--- src/rtl/gray_monitor_pkg.sv ---
// -----------------------------------------------------------------------------
// gray_monitor_pkg
// Shared constants for the Gray-code monitor slice.
//   - FSM state encoding (INIT / TRACK / FAULT)
//   - Error cause codes reported on o_errCode
// No ports; imported by gray_monitor and gray_monitor_gray2bin.
// -----------------------------------------------------------------------------
package gray_monitor_pkg;

  // Monitor FSM states. INIT only captures a first sample, TRACK classifies
  // every transition, FAULT holds until a clear or reset.
  localparam logic [1:0] ST_INIT  = 2'd0;
  localparam logic [1:0] ST_TRACK = 2'd1;
  localparam logic [1:0] ST_FAULT = 2'd2;

  // Error causes. The numeric order doubles as reporting priority when
  // several causes occur on the same edge (MULTI wins over BACK over OVF).
  localparam logic [1:0] ERR_NONE  = 2'b00;
  localparam logic [1:0] ERR_MULTI = 2'b01;
  localparam logic [1:0] ERR_BACK  = 2'b10;
  localparam logic [1:0] ERR_OVF   = 2'b11;

endpackage

--- src/rtl/gray_monitor_gray2bin.sv ---
// -----------------------------------------------------------------------------
// gray_monitor_gray2bin
// Purely combinational Gray-to-binary converter.
// Ports:
//   i_gray  [WIDTH-1:0]  Gray-coded input
//   o_bin   [WIDTH-1:0]  binary equivalent
// -----------------------------------------------------------------------------
module gray_monitor_gray2bin
  import gray_monitor_pkg::*;
#(
  parameter int WIDTH = 3
) (
  input  logic [WIDTH-1:0] i_gray,
  output logic [WIDTH-1:0] o_bin
);

  // Each binary bit is the XOR of all Gray bits at or above it. Writing it as
  // a reduction over a slice avoids a self-referencing ripple on o_bin.
  for (genvar i = 0; i < WIDTH; i++) begin : g_bit
    assign o_bin[i] = ^i_gray[WIDTH-1:i];
  end

endmodule

--- src/rtl/gray_monitor.sv ---
// -----------------------------------------------------------------------------
// gray_monitor
// Consumer of an upstream Gray counter. Samples the Gray code and the
// upstream sticky overflow flag every cycle, converts to binary, classifies
// each transition, counts completed laps and latches the first error cause.
// Ports:
//   i_clk      clock, all state changes on posedge
//   i_rst      asynchronous active-high reset
//   i_clr      synchronous clear of fault/laps, returns FSM to INIT
//   i_gray     [WIDTH-1:0] Gray code from upstream counter
//   i_ovfIn    upstream sticky overflow flag
//   o_bin      [WIDTH-1:0] registered binary of the last sampled Gray code
//   o_step     one-cycle pulse on a legal single-step advance
//   o_wrap     one-cycle pulse on a forward max->0 step
//   o_laps     [LAP_W-1:0] saturating count of completed forward laps
//   o_err      sticky error flag
//   o_errCode  [1:0] first error cause (see gray_monitor_pkg)
// -----------------------------------------------------------------------------
module gray_monitor
  import gray_monitor_pkg::*;
#(
  parameter int WIDTH      = 3,
  parameter int LAP_W      = 8,
  parameter bit ALLOW_BACK = 1'b0
) (
  input  logic             i_clk,
  input  logic             i_rst,
  input  logic             i_clr,
  input  logic [WIDTH-1:0] i_gray,
  input  logic             i_ovfIn,
  output logic [WIDTH-1:0] o_bin,
  output logic             o_step,
  output logic             o_wrap,
  output logic [LAP_W-1:0] o_laps,
  output logic             o_err,
  output logic [1:0]       o_errCode
);

  localparam logic [WIDTH-1:0] BinMax = '1;
  localparam logic [WIDTH-1:0] BinOne = WIDTH'(1);
  localparam logic [LAP_W-1:0] LapMax = '1;
  localparam logic [LAP_W-1:0] LapOne = LAP_W'(1);

  // Registered state
  logic [1:0]       r_state;
  logic [WIDTH-1:0] r_prevGray;
  logic             r_prevOvf;
  logic [WIDTH-1:0] r_bin;
  logic             r_step;
  logic             r_wrap;
  logic [LAP_W-1:0] r_laps;
  logic             r_err;
  logic [1:0]       r_errCode;

  // Conversion and classification
  logic [WIDTH-1:0] w_curBin;
  logic [WIDTH-1:0] w_prevBin;
  logic             w_same;
  logic             w_fwd;
  logic             w_back;
  logic             w_multi;
  logic             w_fwdWrap;
  logic             w_backWrap;
  logic             w_ovfRise;
  logic             w_ovfErr;

  // Next-state values
  logic [1:0]       w_nextState;
  logic             w_nextStep;
  logic             w_nextWrap;
  logic [LAP_W-1:0] w_nextLaps;
  logic             w_nextErr;
  logic [1:0]       w_nextErrCode;

  gray_monitor_gray2bin #(.WIDTH(WIDTH)) u_curConv (
    .i_gray (i_gray),
    .o_bin  (w_curBin)
  );

  gray_monitor_gray2bin #(.WIDTH(WIDTH)) u_prevConv (
    .i_gray (r_prevGray),
    .o_bin  (w_prevBin)
  );

  // Transition classes, all mod 2^WIDTH through natural wraparound of the
  // WIDTH-bit adders. Anything that is neither a hold nor a +/-1 step is
  // treated as a multi-bit jump: this covers every Hamming distance > 1 and
  // also the single-bit Gray changes that are not adjacent in binary.
  assign w_same     = (i_gray == r_prevGray);
  assign w_fwd      = (w_curBin == (w_prevBin + BinOne));
  assign w_back     = (w_curBin == (w_prevBin - BinOne));
  assign w_multi    = !w_same && !w_fwd && !w_back;
  assign w_fwdWrap  = w_fwd  && (w_prevBin == BinMax) && (w_curBin == '0);
  assign w_backWrap = w_back && (w_prevBin == '0) && (w_curBin == BinMax);

  // The upstream flag is sticky, so only its rising edge is meaningful and it
  // must coincide with a forward wrap. A falling edge is never an error.
  assign w_ovfRise  = !r_prevOvf && i_ovfIn;
  assign w_ovfErr   = w_ovfRise && !w_fwdWrap;

  // FSM and datapath next-state. Clear beats classification; inside TRACK the
  // error checks are ordered by reporting priority and any error suppresses
  // the Step/Wrap pulses and lap update for that edge.
  always_comb begin
    w_nextState   = r_state;
    w_nextStep    = 1'b0;
    w_nextWrap    = 1'b0;
    w_nextLaps    = r_laps;
    w_nextErr     = r_err;
    w_nextErrCode = r_errCode;

    if (i_clr) begin
      w_nextState   = ST_INIT;
      w_nextLaps    = '0;
      w_nextErr     = 1'b0;
      w_nextErrCode = ERR_NONE;
    end else begin
      case (r_state)
        ST_INIT: begin
          w_nextState = ST_TRACK;
        end

        ST_TRACK: begin
          if (w_multi) begin
            w_nextState   = ST_FAULT;
            w_nextErr     = 1'b1;
            w_nextErrCode = ERR_MULTI;
          end else if (w_back && !ALLOW_BACK) begin
            w_nextState   = ST_FAULT;
            w_nextErr     = 1'b1;
            w_nextErrCode = ERR_BACK;
          end else if (w_ovfErr) begin
            w_nextState   = ST_FAULT;
            w_nextErr     = 1'b1;
            w_nextErrCode = ERR_OVF;
          end else if (w_fwd) begin
            w_nextStep = 1'b1;
            if (w_fwdWrap) begin
              w_nextWrap = 1'b1;
              if (r_laps != LapMax) begin
                w_nextLaps = r_laps + LapOne;
              end
            end
          end else if (w_back) begin
            w_nextStep = 1'b1;
            if (w_backWrap && (r_laps != '0)) begin
              w_nextLaps = r_laps - LapOne;
            end
          end
        end

        ST_FAULT: begin
          w_nextState = ST_FAULT;
        end

        default: begin
          w_nextState = ST_INIT;
        end
      endcase
    end
  end

  // State registers. Bin and the previous-sample registers update on every
  // edge regardless of FSM state or clear, so the display keeps tracking
  // even while faulted and a clear re-arms against the current sample.
  always_ff @(posedge i_clk or posedge i_rst) begin
    if (i_rst) begin
      r_state    <= ST_INIT;
      r_prevGray <= '0;
      r_prevOvf  <= 1'b0;
      r_bin      <= '0;
      r_step     <= 1'b0;
      r_wrap     <= 1'b0;
      r_laps     <= '0;
      r_err      <= 1'b0;
      r_errCode  <= ERR_NONE;
    end else begin
      r_state    <= w_nextState;
      r_prevGray <= i_gray;
      r_prevOvf  <= i_ovfIn;
      r_bin      <= w_curBin;
      r_step     <= w_nextStep;
      r_wrap     <= w_nextWrap;
      r_laps     <= w_nextLaps;
      r_err      <= w_nextErr;
      r_errCode  <= w_nextErrCode;
    end
  end

  assign o_bin     = r_bin;
  assign o_step    = r_step;
  assign o_wrap    = r_wrap;
  assign o_laps    = r_laps;
  assign o_err     = r_err;
  assign o_errCode = r_errCode;

endmodule

--- config.mk ---
export PLATFORM = sky130hd
export DESIGN_NAME = gray_monitor
export DESIGN_NICKNAME = d
export VERILOG_FILES = /design/src/rtl/gray_monitor_pkg.sv /design/src/rtl/gray_monitor_gray2bin.sv /design/src/rtl/gray_monitor.sv
export SDC_FILE = /design/constraint.sdc
export NUM_CORES = 1
export LEC_CHECK = 0
export BUFFER_PORTS_ARGS = -buffer_cell sky130_fd_sc_hd__buf_2
export CORE_UTILIZATION = 50
export CTS_CLUSTER_DIAMETER = 30
export DETAILED_ROUTE_END_ITERATION = 12
export GPL_ROUTABILITY_DRIVEN = 0
export PLACE_DENSITY_LB_ADDON = 0.08
export SETUP_SLACK_MARGIN = 0.15
export SLEW_MARGIN = 20
export SYNTH_ARGS = -nofsm -noshare
export SYNTH_HDL_FRONTEND = slang
export SYNTH_SLANG_ARGS = --single-unit
--- constraint.sdc ---
create_clock -name i_clk -period 4.7 [get_ports i_clk]
set_clock_uncertainty 0.2 [all_clocks]
set_input_delay 0.94 -clock i_clk [delete_from_list [all_inputs] [get_ports i_clk]]
set_output_delay 0.94 -clock i_clk [all_outputs]
set_load 0.01 [all_outputs]
# Yosys cells after proc, flatten, opt, wreduce, memory -nomap -nowiden
# Cells that the tools add are included.
# classes
n_lt_le_gt_ge	0
mul	0
n_eq_ne	11
div	0
n_bitwise	0
n_reduce_logical	24
shifts	0
n_mux	36
add_sub_neg	3
# ops
op	count
$mux 8	8
$mux 1	18
$mux 2	9
$eq 3x3->1	3
$add 8x1->8 const B	1
$ne 8x8->1 const B	1
$reduce_bool 2->1	4
$reduce_and 7->1	1
$logic_and 1x1->1	6
$ne 2x2->1 const B	3
$pmux 2 s3	1
$reduce_xor 3->1	2
$logic_not 1->1	5
$ne 5x5->1 const B	1
$reduce_bool 4->1	1
$reduce_xor 2->1	2
$add 3x1->3 const B	1
$eq 3x3->1 const B	1
$logic_not 3->1	1
$sub 3x1->3 const B	1
$eq 2x1->1 const B	1
$eq 2x2->1 const B	1
$logic_not 2->1	1
$reduce_and 2->1	1
# word_totals
word_cells	83
ram_bits	0
in_bits	7
latchBits	0
register_bits	22
romBits	0
mem_count	0

# Logic depth before layout (Yosys ltp)
# Gate-level depths: netlist of the first run.
# depth
word_depth	12
depth_mapped	11

# Modules after synthesis
# A second synthesis of the first run with hierarchy kept.
# hier_totals
cells_unflattened	118
area_unflattened_um2	1305.0
# modules_own_cells
mod	instances	cells_each	area_per_inst_um2
gray_monitor	1	112	1224.9
gray_monitor_gray2bin	2	3	40.0

# Worst setup path after synthesis of the first run
# OpenSTA, ideal clock, no wires.
# synth_timing
path_type	input-to-reg
start	input port i_gray[0]
end	register r_state[0]
t_arrival_ps	2922
path_slack_ps	1498
path_stages	8
setup_ps	79
path_cell_list	buf_2 -> or4b_1 -> o221ai_1 -> a31oi_1 -> o2bb2ai_1 -> or2_2 -> a2111oi_2 -> mux2i_1
# synth_between
elab_chain_cells	8
# synth_rtl
item	line	source
from (decl)	gray_monitor.sv:29	input logic [WIDTH-1:0] i_gray,
$reduce_xor 3->1	gray_monitor_gray2bin.sv:20	assign o_bin[i] = ^i_gray[WIDTH-1:i];
$eq 3x3->1	gray_monitor.sv:90	assign w_fwd = (w_curBin == (w_prevBin + BinOne));
$logic_not 1->1	gray_monitor.sv:92	assign w_multi = !w_same && !w_fwd && !w_back;
$logic_and 1x1->1 (2 in series)	gray_monitor.sv:92	
$mux 2	gray_monitor.sv:124	if (w_multi) begin
$pmux 2 s3	gray_monitor.sv:118	case (r_state)
$mux 2	gray_monitor.sv:112	if (i_clr) begin
to (signal assigned)	gray_monitor.sv:178	r_state <= w_nextState;
to (decl)	gray_monitor.sv:45	logic [1:0] r_state;
# Several ways; a longest one is shown, not always the timed one.
# A chain may end at the register's enable or synchronous reset.

# Worst setup path in the final report of the first run
# layout_timing
start	register r_prevGray[1]
end	register r_laps[7], in the netlist o_laps[7]
# layout_between
elab_chain_cells	9
# layout_rtl
item	line	source
from (decl)	gray_monitor.sv:46	logic [WIDTH-1:0] r_prevGray;
from (signal assigned)	gray_monitor.sv:179	r_prevGray <= i_gray;
$reduce_xor 3->1 or $reduce_xor 2->1 (tied branches)	gray_monitor_gray2bin.sv:20	
$add 3x1->3	gray_monitor.sv:90	
$eq 3x3->1	gray_monitor.sv:90	
$logic_and 1x1->1 (2 in series)	gray_monitor.sv:93	assign w_fwdWrap = w_fwd && (w_prevBin == BinMax) && (w_curBin == '0);
$logic_not 1->1	gray_monitor.sv:99	assign w_ovfErr = w_ovfRise && !w_fwdWrap;
$logic_and 1x1->1	gray_monitor.sv:99	
$ne 2x2->1 (no source line)	n/a	
$reduce_and 7->1 (no source line) *	n/a	
to (signal assigned)	gray_monitor.sv:184	r_laps <= w_nextLaps;
to (decl)	gray_monitor.sv:51	logic [LAP_W-1:0] r_laps;
# Mark *: on every way between the ends. The rest lies on a longest branch, timed or not.

==> metrics.md, run 1 <==
| Metric | Value |
|---|---|
| WL final | 2.72 mm |
| Mux share of post-synthesis cell area | 2.17% |
| Layout cells sized above 1 | 20.2% |
| Dpl hpwl | ~2.1 mm |
| Row count | 18 |
| Worst EP required | 4760 ps |
| Cts-stage hold buffer count | 0 |
| Pre-antenna DRT Iters | 6 |
| Post-CTS Setup Repair Bufs | 0 |
| Placed Area | 1490 sq um |
| Post-synth top flop | dfrtp_1 |
| Ys Warns | 0 |
| Die H | around 55 um |
| Tot Pwr | roughly 0.45 mW |
| Worst Setup Start Kind | flip-flop |
| Hold depth | 1 |
| Gr usage total | 20.7% |
| HP Class | flip-flop to flip-flop |
| Crit. End Element | flip-flop |
| Die Span X | 54.6 um |
| Vias in the first global route | 1009 |
| RSZ-0062 raised after global routing | no |
| Worst r2r path cells | 10 |
| Root Driver | clkbuf_4 |
| Sequential element share of the synthesized area | 38.0% |
| Top layer in use | met4 |
| Post-layout nets | 180 |
| Starting density of the core | 54.3% |
| Synth Area in Compound Gates | 16.8% |
| Gr ovfl total | 0 |
| Setup violators final | 0 |
| Placed cells | around 190 |
| Leak Pwr | 0.705 nW |
| Final hold violations | 0 |
| Worst-margin pin slew | 814 ps |
| WL/cell | approximately 14 um |
| Fin. max-slew vios | 0 |
| Hold_sp | o_errCode[1] |
| Fin crit period | 3360 ps |
| XOR/XNOR Fraction of Synth Area | 9.51% |
| Core Region | approximately 2500 sq um |
| First-pass GRT wire length | 4.45 mm |
| Worst IR drop on VDD | between 0.2 and 0.25 mV |
| Io pins | 23 |
| Buffers on Ports | 22 |
| Syn_area_per_cell | 9.21 sq um |
| Initial antenna violation count | 0 |
| Reg2reg start | r_prevGray[1] |
| Initial DRC Count | 19 |
| Clk pin slew, worst setup/hold paths | 130 ps |
| DR vias/cell | 5.63 |
| Rel. slew slack | 45.1% |
| Total negative slack | 0 ps |
| CTS buffer count | 3 |
| Clock latency on the worst-skew pair | 310 ps |
| CTS tree | done |
| Clock sink total | 21 |
| RR Endpoint | o_laps[7] |
| Remaining DRCs | 0 |
| Via count | between 1000 and 1500 |
| Synthesized-area fraction occupied by adder cells | 3.62% |
| Hold Slack | between 200 and 300 ps |
| Worst-path fanout max | 14 |
| Max Root-Sink Buffers | 2 |
| Final core occ | 59.5% |
| Pin count of the biggest net entering global routing | 22 |
| Ant. Diodes | 0 |
| Unique masters post-synth | 43 |
| Synth Area in Simple Gates | 23.8% |
| Fin area | roughly 1500 sq um |
| Metal3 WL | around 92 um |
| Synth Register Bits | 21 |
| Synth Cell Area | 1380 sq um |
| PnR worst setup slack | 1340 ps |
| Setup CP Type | flip-flop to flip-flop |
| Max-capacitance violation count | 0 |
| Largest family of logic cells by synthesized area | simple AND/OR/NAND/NOR gates |
| Pwr dens | 294 nW/um^2 |
| WHS Endpoint | o_errCode[1] |
| Max Clock Freq | 298 MHz |
| Crit path DAT | 3420 ps |
| WL met2 | 1.27 mm |
| Async set or reset register ratio after synthesis | 100% |
| Internal reg-to-reg setup slack | 1340 ps |
| CTS resizes | 0 |
| Met1 Wirelength | 1.30 mm |
| CTS H-tree lvls | 1 |
| Fin cells | 198 |
| Number of flops mapped to enable cells by yosys | 0 |
| Area delta synth->final | 9.69% |
| Status | completed |
| Mapped Nets | 161 |
| DIE AREA | 2980 sq um |
| Placement Setup Slack | 1170 ps |
| Post-Syn Instances | 150 |
| Antenna-violating nets left | 0 |
| Final Cycle Share | ~70% |
[logic make-up (layout without fill, tap and decap cells)]
group           count (synthesis)  in the layout
flops                          21             21
compound gates                 31             31
xor+xnor                       15             15
mux                             3              3
simple gates                   57             57
fa+ha+maj                       4              4
buf+inv                        19             37
[critical path: stages (launching register included)]
cell and delay, ps:
dfrtp_1 570, xnor2_1 360, xnor2_1 160, ha_1 160, inv_1 40, or3_4 400
or4_4 440, a21oi_4 250, nand4_4 160, or4_1 480, nand2_1 80
[power by group]
group	switching (mW)	internal, mW	leakage [nW]
Sequential	0.0148	0.201	0.275
Clock	0.0601	0.0318	0.0177
Combinational	0.0822	0.0548	0.413
Total	0.157	0.288	0.705
[how the worst max path moves through the flow]
stage	cells after the start	startpoint	endpoint
global route	10	r_prevGray[1]	o_laps[7]
detailed placement	8	i_gray[0]	r_state[0]
finish	10	r_prevGray[1]	o_laps[7]
CTS	10	r_prevGray[1]	o_laps[7]
global placement	8	i_gray[2]	o_laps[7]
floorplan	8	i_gray[0]	r_state[0]
[flip-flops by register name, summed over array words and instances (netlist names)]
name	flops
o_laps	8
o_bin	3
o_errCode	2
r_prevGray	2
r_state	2
o_err	1
o_step	1
o_wrap	1
r_prevOvf	1
[layout by cell type (no fill, tap or decap), drive strengths merged, types with 2 or more instances in the layout]
cell	instances
a211oi	3
a21oi	8
and3	3
buf	22
clkbuf	3
clkinv	2
dfrtp	21
ha	4
inv	10
mux2i	3
nand2	15
nand2b	4
nand3	3
nand4	2
nor2	10
nor2b	3
nor3	3
nor4bb	2
o211ai	5
o21ai	3
o2bb2ai	4
or2	3
or3	3
or4	3
xnor2	7
xor2	8
[cell type report]
type,instances,area [sq um]
fillers,220,1030
multi-input cells,110,773
flip-flops and latches,21,526
repair buffers,22,110
inverters,11,41.3
well taps,30,37.5
clock buffers,3,22.5
clock inverters,1,5.00
[per-layer routing]
| layer | global-route usage [%] | up-vias |
|---|---|---|
| li1 | - | 568 |
| met1 | 26.8 | 510 |
| met2 | 34.3 | 31 |
| met3 | 2.50 | 6 |
| met4 | 8.97 | 0 |
| met5 | 0 | - |
[synth_stat cells, types with 3 or more instances]
| cell type | instances | area [sq um] |
|---|---|---|
| a211oi_1 | 3 | 22.5 |
| a21oi_1 | 7 | 35.0 |
| and3_1 | 3 | 18.8 |
| buf_2 | 6 | 30.0 |
| dfrtp_1 | 21 | 526 |
| ha_1 | 4 | 50.1 |
| inv_1 | 10 | 37.5 |
| mux2i_1 | 3 | 30.0 |
| nand2_1 | 15 | 56.3 |
| nand2b_1 | 4 | 25.0 |
| nand3_1 | 3 | 15.0 |
| nor2_1 | 10 | 37.5 |
| nor2b_1 | 3 | 18.8 |
| nor3_1 | 3 | 15.0 |
| o211ai_1 | 5 | 37.5 |
| o21ai_0 | 3 | 15.0 |
| o2bb2ai_1 | 4 | 35.0 |
| xnor2_1 | 7 | 61.3 |
| xor2_1 | 8 | 70.1 |
No activity file was read; power rests on OpenSTA's default activity.
==> run 2, diff against run 1 <==
==> constraint.sdc (replaced) <==
create_clock -name i_clk -period 3 [get_ports i_clk]
set_clock_uncertainty 0.2 [all_clocks]
set_input_delay 0.6 -clock i_clk [delete_from_list [all_inputs] [get_ports i_clk]]
set_output_delay 0.6 -clock i_clk [all_outputs]
set_load 0.01 [all_outputs]
==> metrics.md, run 2 (synthesized netlist as in run 1, its figures left out) <==
| Metric | Value |
|---|---|
| Antenna-violating nets left | 0 (unchanged) |
| CTS tree | done (unchanged) |
| Via count | 1185 (was 1115) |
| Pin count of the biggest net entering global routing | 22 (unchanged) |
| Part of the power in registers | 46.5% (was 48.6%) |
| Worst-path fanout max | 4 (was 14) |
| Max reg flops | 8 (unchanged) |
| HP Class | primary input to flip-flop (was flip-flop to flip-flop) |
| Ant. Diodes | 0 (unchanged) |
| Post-layout nets | 195 (was 180) |
| Fin. max-slew vios | 0 (unchanged) |
| Setup CP Type | flip-flop to flip-flop (unchanged) |
| Worst IR drop on VDD | 0.358 mV (was 0.206 mV) |
| Fin crit period | 2850 ps (was 3360 ps) |
| Status | completed (unchanged) |
| Max-capacitance violation count | 0 (unchanged) |
| Core Region | 2540 sq um (unchanged) |
| Starting density of the core | 54.3% (unchanged) |
| Remaining DRCs | 0 (unchanged) |
| Die H | 54.6 um (unchanged) |
| Area delta synth->final | 21.4% (was 9.69%) |
| WL final | 2.79 mm (was 2.72 mm) |
| Final core occ | 65.9% (was 59.5%) |
| Pwr dens | 429 nW/um^2 (was 294 nW/um^2) |
| Layout cells sized above 1 | 30.6% (was 20.2%) |
| Leak Pwr | 0.783 nW (was 0.705 nW) |
| Max Clock Freq | 351 MHz (was 298 MHz) |
| Net Switching | 0.243 mW (was 0.157 mW) |
| Total negative slack | 0 ps (unchanged) |
| Setup violators final | 0 (unchanged) |
| Fin cells | 213 (was 198) |
| Gr usage total | 21.4% (was 20.7%) |
| Rel. slew slack | 46.5% (was 45.1%) |
| Cts-stage hold buffer count | 0 (unchanged) |
| Pre-antenna DRT Iters | 4 (was 6) |
| Net Sw Frac | 33.8% (was 35.3%) |
| Placed cells | 204 (was 194) |
| Clk network pwr share | 18.7% (was 20.6%) |
| Final hold violations | 0 (unchanged) |
| CTS H-tree lvls | 1 (unchanged) |
| Dpl hpwl | 2.11 mm (was 2.06 mm) |
| Clock sink total | 21 (unchanged) |
| Buffers on Ports | 22 (unchanged) |
| Vias in the first global route | 1048 (was 1009) |
| Final Cycle Share | 95.0% (was 71.5%) |
| Max Root-Sink Buffers | 2 (unchanged) |
| Crit. End Element | flip-flop (unchanged) |
| Gr ovfl total | 0 (unchanged) |
| DR vias/cell | 5.56 (was 5.63) |
| Root Driver | clkbuf_4 (unchanged) |
| Worst EP required | 3040 ps (was 4760 ps) |
| Clock latency on the worst-skew pair | 300 ps (was 310 ps) |
| RSZ-0062 raised after global routing | yes (was no) |
| DIE AREA | 2980 sq um (unchanged) |
| Io pins | 23 (unchanged) |
| Crit path DAT | 2900 ps (was 3420 ps) |
| Combinational Power Share | 34.8% (was 30.8%) |
| Die Span X | 54.6 um (unchanged) |
| CTS buffer count | 3 (unchanged) |
| WL/cell | 13.1 um (was 13.7 um) |
| Initial antenna violation count | 0 (unchanged) |
| Worst-margin pin slew | 802 ps (was 814 ps) |
| P_int | 0.476 mW (was 0.288 mW) |
| Initial DRC Count | 17 (was 19) |
| Most frequent cells in the layout | buf_2 (22), dfrtp_1 (19), buf_4 (15), nand2_1 (14), nor2_1 (10) (was buf_2 (22), dfrtp_1 (21), nand2_1 (15), nor2_1 (10), inv_1 (10)) |
| Clk pin slew, worst setup/hold paths | 110 ps (was 130 ps) |
| First-pass GRT wire length | 4.51 mm (was 4.45 mm) |
| Row count | 18 (unchanged) |
| Most common cell after layout, fill and taps aside | buf_2 (unchanged) |
| Worst Setup Start Kind | flip-flop (unchanged) |
==> run 2: what timing repair did <==
| item | in CTS | in global routing |
|---|---|---|
| pin swaps | 2 | 4 |
| gates resized for setup | 1 | 5 |
| cloned | 0 | 0 |
| endpoints found under the setup margin | 2 | 6 |
| buffers inserted | 4 | 1 |
==> run 2: critical path: stages, from the launching register on <==
cell,delay [ps]
dfrtp_2,460
xnor2_4,190
xnor2_2,130
ha_2,180
inv_1,40
or3_4,370
or4_4,430
a21oi_4,150
nand4_4,100
or4_1,480
nand2_1,70
==> run 2: layout make-up <==
| cell class | instances | area, sq um |
|---|---|---|
| timing repair buffer | 37 | 223 |
| clock buffer | 4 | 26.3 |
| sequential | 21 | 528 |
| inverter | 11 | 41.3 |
| multi-input combinational | 110 | 821 |
| fill | 230 | 868 |
| tap | 30 | 37.5 |
==> run 2: power groups by stage <==
stage / Clock, mW / Sequential, mW / Combinational [mW]
after CTS: 0.137 / 0.335 / 0.250
after global placement: 0 / 0.339 / 0.235
after global routing: 0.148 / 0.339 / 0.284
after floorplan: 0 / 0.345 / 0.170
final: 0.135 / 0.334 / 0.250
after detailed placement: 0 / 0.340 / 0.245
==> run 2: per-stage QoR <==
stage	hold slack, ps	power (mW)	setup slack, ps	area, sq um
after global routing	193	0.771	53.4	1680
after detailed placement	268	0.586	80.2	1600
final	211	0.719	149	1680
after CTS	210	0.721	156	1650
after floorplan	309	0.515	55.3	1430
after global placement	270	0.575	128	1600
==> run 2: routing by layer <==
metal  vias to the layer above  global-route usage (%)  routed length [um]
met5                         -                       0                   0
met4                         0                    4.27                  11
met3                         2                    5.56                  90
met2                        25                    37.8                1380
met1                       562                    25.8                1310
li1                        596                       -                   -
==> run 2: final timing paths <==
path	cells past startpoint	endpoint	startpoint	slack, ps
worst max-delay path	10	o_laps[7]	o_bin[2]	150
worst max register to register	10	o_laps[7]	o_bin[2]	150
worst min-delay path	1	r_prevOvf	i_ovfIn	210
max in group asynchronous	2	r_prevGray[1]	i_rst	1820
min in group asynchronous	2	r_prevGray[0]	i_rst	230
worst min register to register	1	o_errCode[1]	o_errCode[1]	290
==> run 3, diff against run 2 <==
--- a/config.mk
+++ b/config.mk
@@ -5,6 +5,7 @@
 export SDC_FILE = /design/constraint.sdc
 export NUM_CORES = 1
 export LEC_CHECK = 0
+export ABC_AREA = 1
 export BUFFER_PORTS_ARGS = -buffer_cell sky130_fd_sc_hd__buf_2
 export CORE_UTILIZATION = 50
 export CTS_CLUSTER_DIAMETER = 30
==> metrics.md, run 3 <==
| Metric | Value |
|---|---|
| Max Clock Freq | 407 MHz (was 351 MHz) |
| Bufs and invs on worst path | 3 (was 1) |
| Worst EP required | 2990 ps (was 3040 ps) |
| Top cell type's share of synthesized area | 38.4% (was 38.0%) |
| Dpl hpwl | 2.05 mm (was 2.11 mm) |
| Critical Path Start | o_bin[2] (unchanged) |
| Max stage delay cell, worst path | dfrtp_1 (was or4_1) |
| Fin crit period | 2460 ps (was 2850 ps) |
| Initial antenna violation count | 0 (unchanged) |
| Synth Area in Compound Gates | 2.56% (was 16.8%) |
| Status | completed (unchanged) |
| Vias in the first global route | 1098 (was 1048) |
| Crit path DAT | 2450 ps (was 2900 ps) |
| Mux share of post-synthesis cell area | 0% (was 2.17%) |
| Pin count of the biggest net entering global routing | 22 (unchanged) |
| Post-CTS Setup Repair Bufs | 0 (was 4) |
| Synth Cell Area | 1370 sq um (was 1380 sq um) |
| Syn_area_per_cell | 8.01 sq um (was 9.21 sq um) |
| Synthesized-area fraction occupied by adder cells | 3.65% (was 3.62%) |
| Ant. Diodes | 0 (unchanged) |
| Via count | 1185 (unchanged) |
| Layout cells sized above 1 | 24.6% (was 30.6%) |
| PnR worst setup slack | 544 ps (was 149 ps) |
| Pwr dens | 424 nW/um^2 (was 429 nW/um^2) |
| CTS buffer count | 3 (unchanged) |
| WL final | 2.67 mm (was 2.79 mm) |
| Initial DRC Count | 23 (was 17) |
| Synth Area in Simple Gates | 43.0% (was 23.8%) |
| First-pass GRT wire length | 4.44 mm (was 4.51 mm) |
| Area leader, netlist | dfrtp_1 (unchanged) |
| Max stage delay on crit path | 480 ps (about the same) |
| Max-capacitance violation count | 0 (unchanged) |
| XOR/XNOR Fraction of Synth Area | 5.11% (was 9.51%) |
| Starting density of the core | 54.3% (about the same) |
| Rel. slew slack | 49.1% (was 46.5%) |
| RSZ-0062 raised after global routing | no (was yes) |
| Most common cell after layout, fill and taps aside | nand2_1 (was buf_2) |
| DR vias/cell | 5.27 (was 5.56) |
| Total negative slack | 0 ps (unchanged) |
| Final Cycle Share | 81.9% (was 95.0%) |
| Setup violators final | 0 (unchanged) |
| Async set or reset register ratio after synthesis | 100% (unchanged) |
| Worst Setup Start Kind | flip-flop (unchanged) |
| Io pins | 23 (unchanged) |
| HP Class | primary input to async pin (was primary input to flip-flop) |
| Max Root-Sink Buffers | 2 (unchanged) |
| Post-Syn Instances | 171 (was 150) |
| Crit. End Element | flip-flop (unchanged) |
| Worst r2r path cells | 14 (was 10) |
| Unique masters post-synth | 25 (was 43) |
| Cts-stage hold buffer count | 0 (unchanged) |
| Gr usage total | 20.9% (was 21.4%) |
| Worst-margin pin slew | 763 ps (was 802 ps) |
| Ys Warns | 0 (unchanged) |
| Worst IR drop on VDD | 0.343 mV (was 0.358 mV) |
| Post-synth top flop | dfrtp_1 (unchanged) |
| Core Region | 2520 sq um (was 2540 sq um) |
| Crit path top cell by count | nand2_1 |
| Die H | 54.3 um (was 54.6 um) |
| Sequential element share of the synthesized area | 38.4% (was 38.0%) |
| Post-layout nets | 207 (was 195) |
| Mapped Nets | 182 (was 161) |
| Crit-path cells | inv_2, nand2_1, nand3_1, nand2_1, ha_1, inv_1, nand3_1, nand2_1, nor2_4, nand4_1, clkinv_2, nand3_4, nand3_1, nand2_1 (was xnor2_4, xnor2_2, ha_2, inv_1, or3_4, or4_4, a21oi_4, nand4_4, or4_1, nand2_1) |
| Final hold violations | 0 (unchanged) |
| Clock sink total | 21 (unchanged) |
| Fin. max-slew vios | 0 (unchanged) |
| Max reg flops | 8 (unchanged) |
| Worst-path fanout max | 9 (was 4) |
| Clock latency on the worst-skew pair | 300 ps (about the same) |
| DIE AREA | 2950 sq um (was 2980 sq um) |
| Gr ovfl total | 0 (unchanged) |
| RR Endpoint | o_laps[4] (was o_laps[7]) |
| Die Span X | 54.3 um (was 54.6 um) |
| Reg2reg start | o_bin[2] (unchanged) |
| Remaining DRCs | 0 (unchanged) |
| Clk pin slew, worst setup/hold paths | 120 ps (was 110 ps) |
| Most frequent cells in the layout | nand2_1 (42), nand3_1 (27), buf_2 (22), dfrtp_1 (21), inv_1 (17) (was buf_2 (22), dfrtp_1 (19), buf_4 (15), nand2_1 (14), nor2_1 (10)) |
| Top post-synthesis cells by count | nand2_1 (42), nand3_1 (27), dfrtp_1 (21), inv_1 (17), nand4_1 (15) (was dfrtp_1 (21), nand2_1 (15), inv_1 (10), nor2_1 (10), xor2_1 (8)) |
| Placement Setup Slack | 581 ps (was 80.2 ps) |
| CP Depth | 14 (was 10) |
| Antenna-violating nets left | 0 (unchanged) |
| CTS tree | done (unchanged) |
| Synth Register Bits | 21 (unchanged) |
| Number of flops mapped to enable cells by yosys | 0 (unchanged) |
| Synth top area cells | dfrtp_1 (38%), nand2_1 (12%), nand3_1 (9.9%) (was dfrtp_1 (38%), xor2_1 (5.1%), xnor2_1 (4.4%)) |
| Most common cell in the netlist | nand2_1 (was dfrtp_1) |
| CTS resizes | 0 (was 1) |
| Worst Setup EP | o_laps[4] (was o_laps[7]) |
| Area delta synth->final | 11.8% (was 21.4%) |
| Delay-heaviest family, CP | simple AND/OR/NAND/NOR gates (unchanged) |
| WL/cell | 11.9 um (was 13.1 um) |
| Row count | 18 (unchanged) |
| Root Driver | clkbuf_4 (unchanged) |
| Buffers on Ports | 22 (unchanged) |
| Pre-antenna DRT Iters | 4 (unchanged) |
| Setup CP Type | flip-flop to flip-flop (unchanged) |
| Leak Pwr | 0.870 nW (was 0.783 nW) |
| CTS H-tree lvls | 1 (unchanged) |
| Largest family of logic cells by synthesized area | simple AND/OR/NAND/NOR gates (unchanged) |
| Internal reg-to-reg setup slack | 540 ps (was 150 ps) |
==> run 3: cell count changes in the layout (fill, tap and decap cells not counted), moves of 4 or more <==
| cell | change |
|---|---|
| o2bb2ai_1 | -4 |
| inv_1 | +8 |
| nand2_4 | +4 |
| nand2b_1 | -4 |
| nand2_2 | +5 |
| nand2_1 | +28 |
| nand3_1 | +24 |
| buf_4 | -15 |
| nand4_1 | +14 |
| a21oi_1 | -5 |
| o211ai_1 | -5 |
==> run 3: layout make-up <==
| type | count | area [sq um] |
|---|---|---|
| clock buffer | 4 | 26.3 |
| fill | 231 | 991 |
| inverter | 23 | 87.6 |
| multi-input combinational | 125 | 744 |
| sequential | 21 | 526 |
| tap | 30 | 37.5 |
| timing repair buffer | 22 | 110 |
==> run 3: metrics by stage <==
stage	utilization [%]	cell area, sq um	cells	hold slack, ps	power (mW)
after floorplan	-	1370	171	285	0.475
after global placement	59.7	1510	221	253	0.518
after detailed placement	59.7	1510	221	258	0.523
after CTS	60.7	1530	225	206	0.659
after global routing	60.7	1530	225	209	0.698
final	60.7	1530	225	212	0.650
==> run 3: per-layer routing <==
metal,GRT usage [%],vias up,share of wire [%]
li1,-,621,-
met1,28.7,537,49
met2,33.5,25,47
met3,5.00,2,3.6
met4,3.85,0,0.37
met5,0,-,0
==> run 3: where the power goes <==
part	internal, mW	total (mW)	switching (mW)
registers	0.309	0.325	0.0162
clock network	0.0517	0.132	0.0806
logic	0.0696	0.192	0.123
==> run 3: logic make-up after synthesis <==
kind of cell | count (synthesis)
AND/OR/NAND/NOR | 109
AO/OA/AOI/OAI | 4
flip-flops | 21
adder cells (fa/ha/maj) | 4
buffers and inverters | 25
XOR/XNOR | 8
==> run 3: worst min path at each step <==
stage,start,endpoint,slack (ps)
5_1_grt,i_ovfIn,r_prevOvf,210
3_5_place_dp,o_err,o_err,260
3_3_place_gp,o_errCode[1],o_errCode[1],250
6_report,i_rst,o_laps[1],210
4_1_cts,i_ovfIn,r_prevOvf,210
2_1_floorplan,r_state[1],r_state[1],280
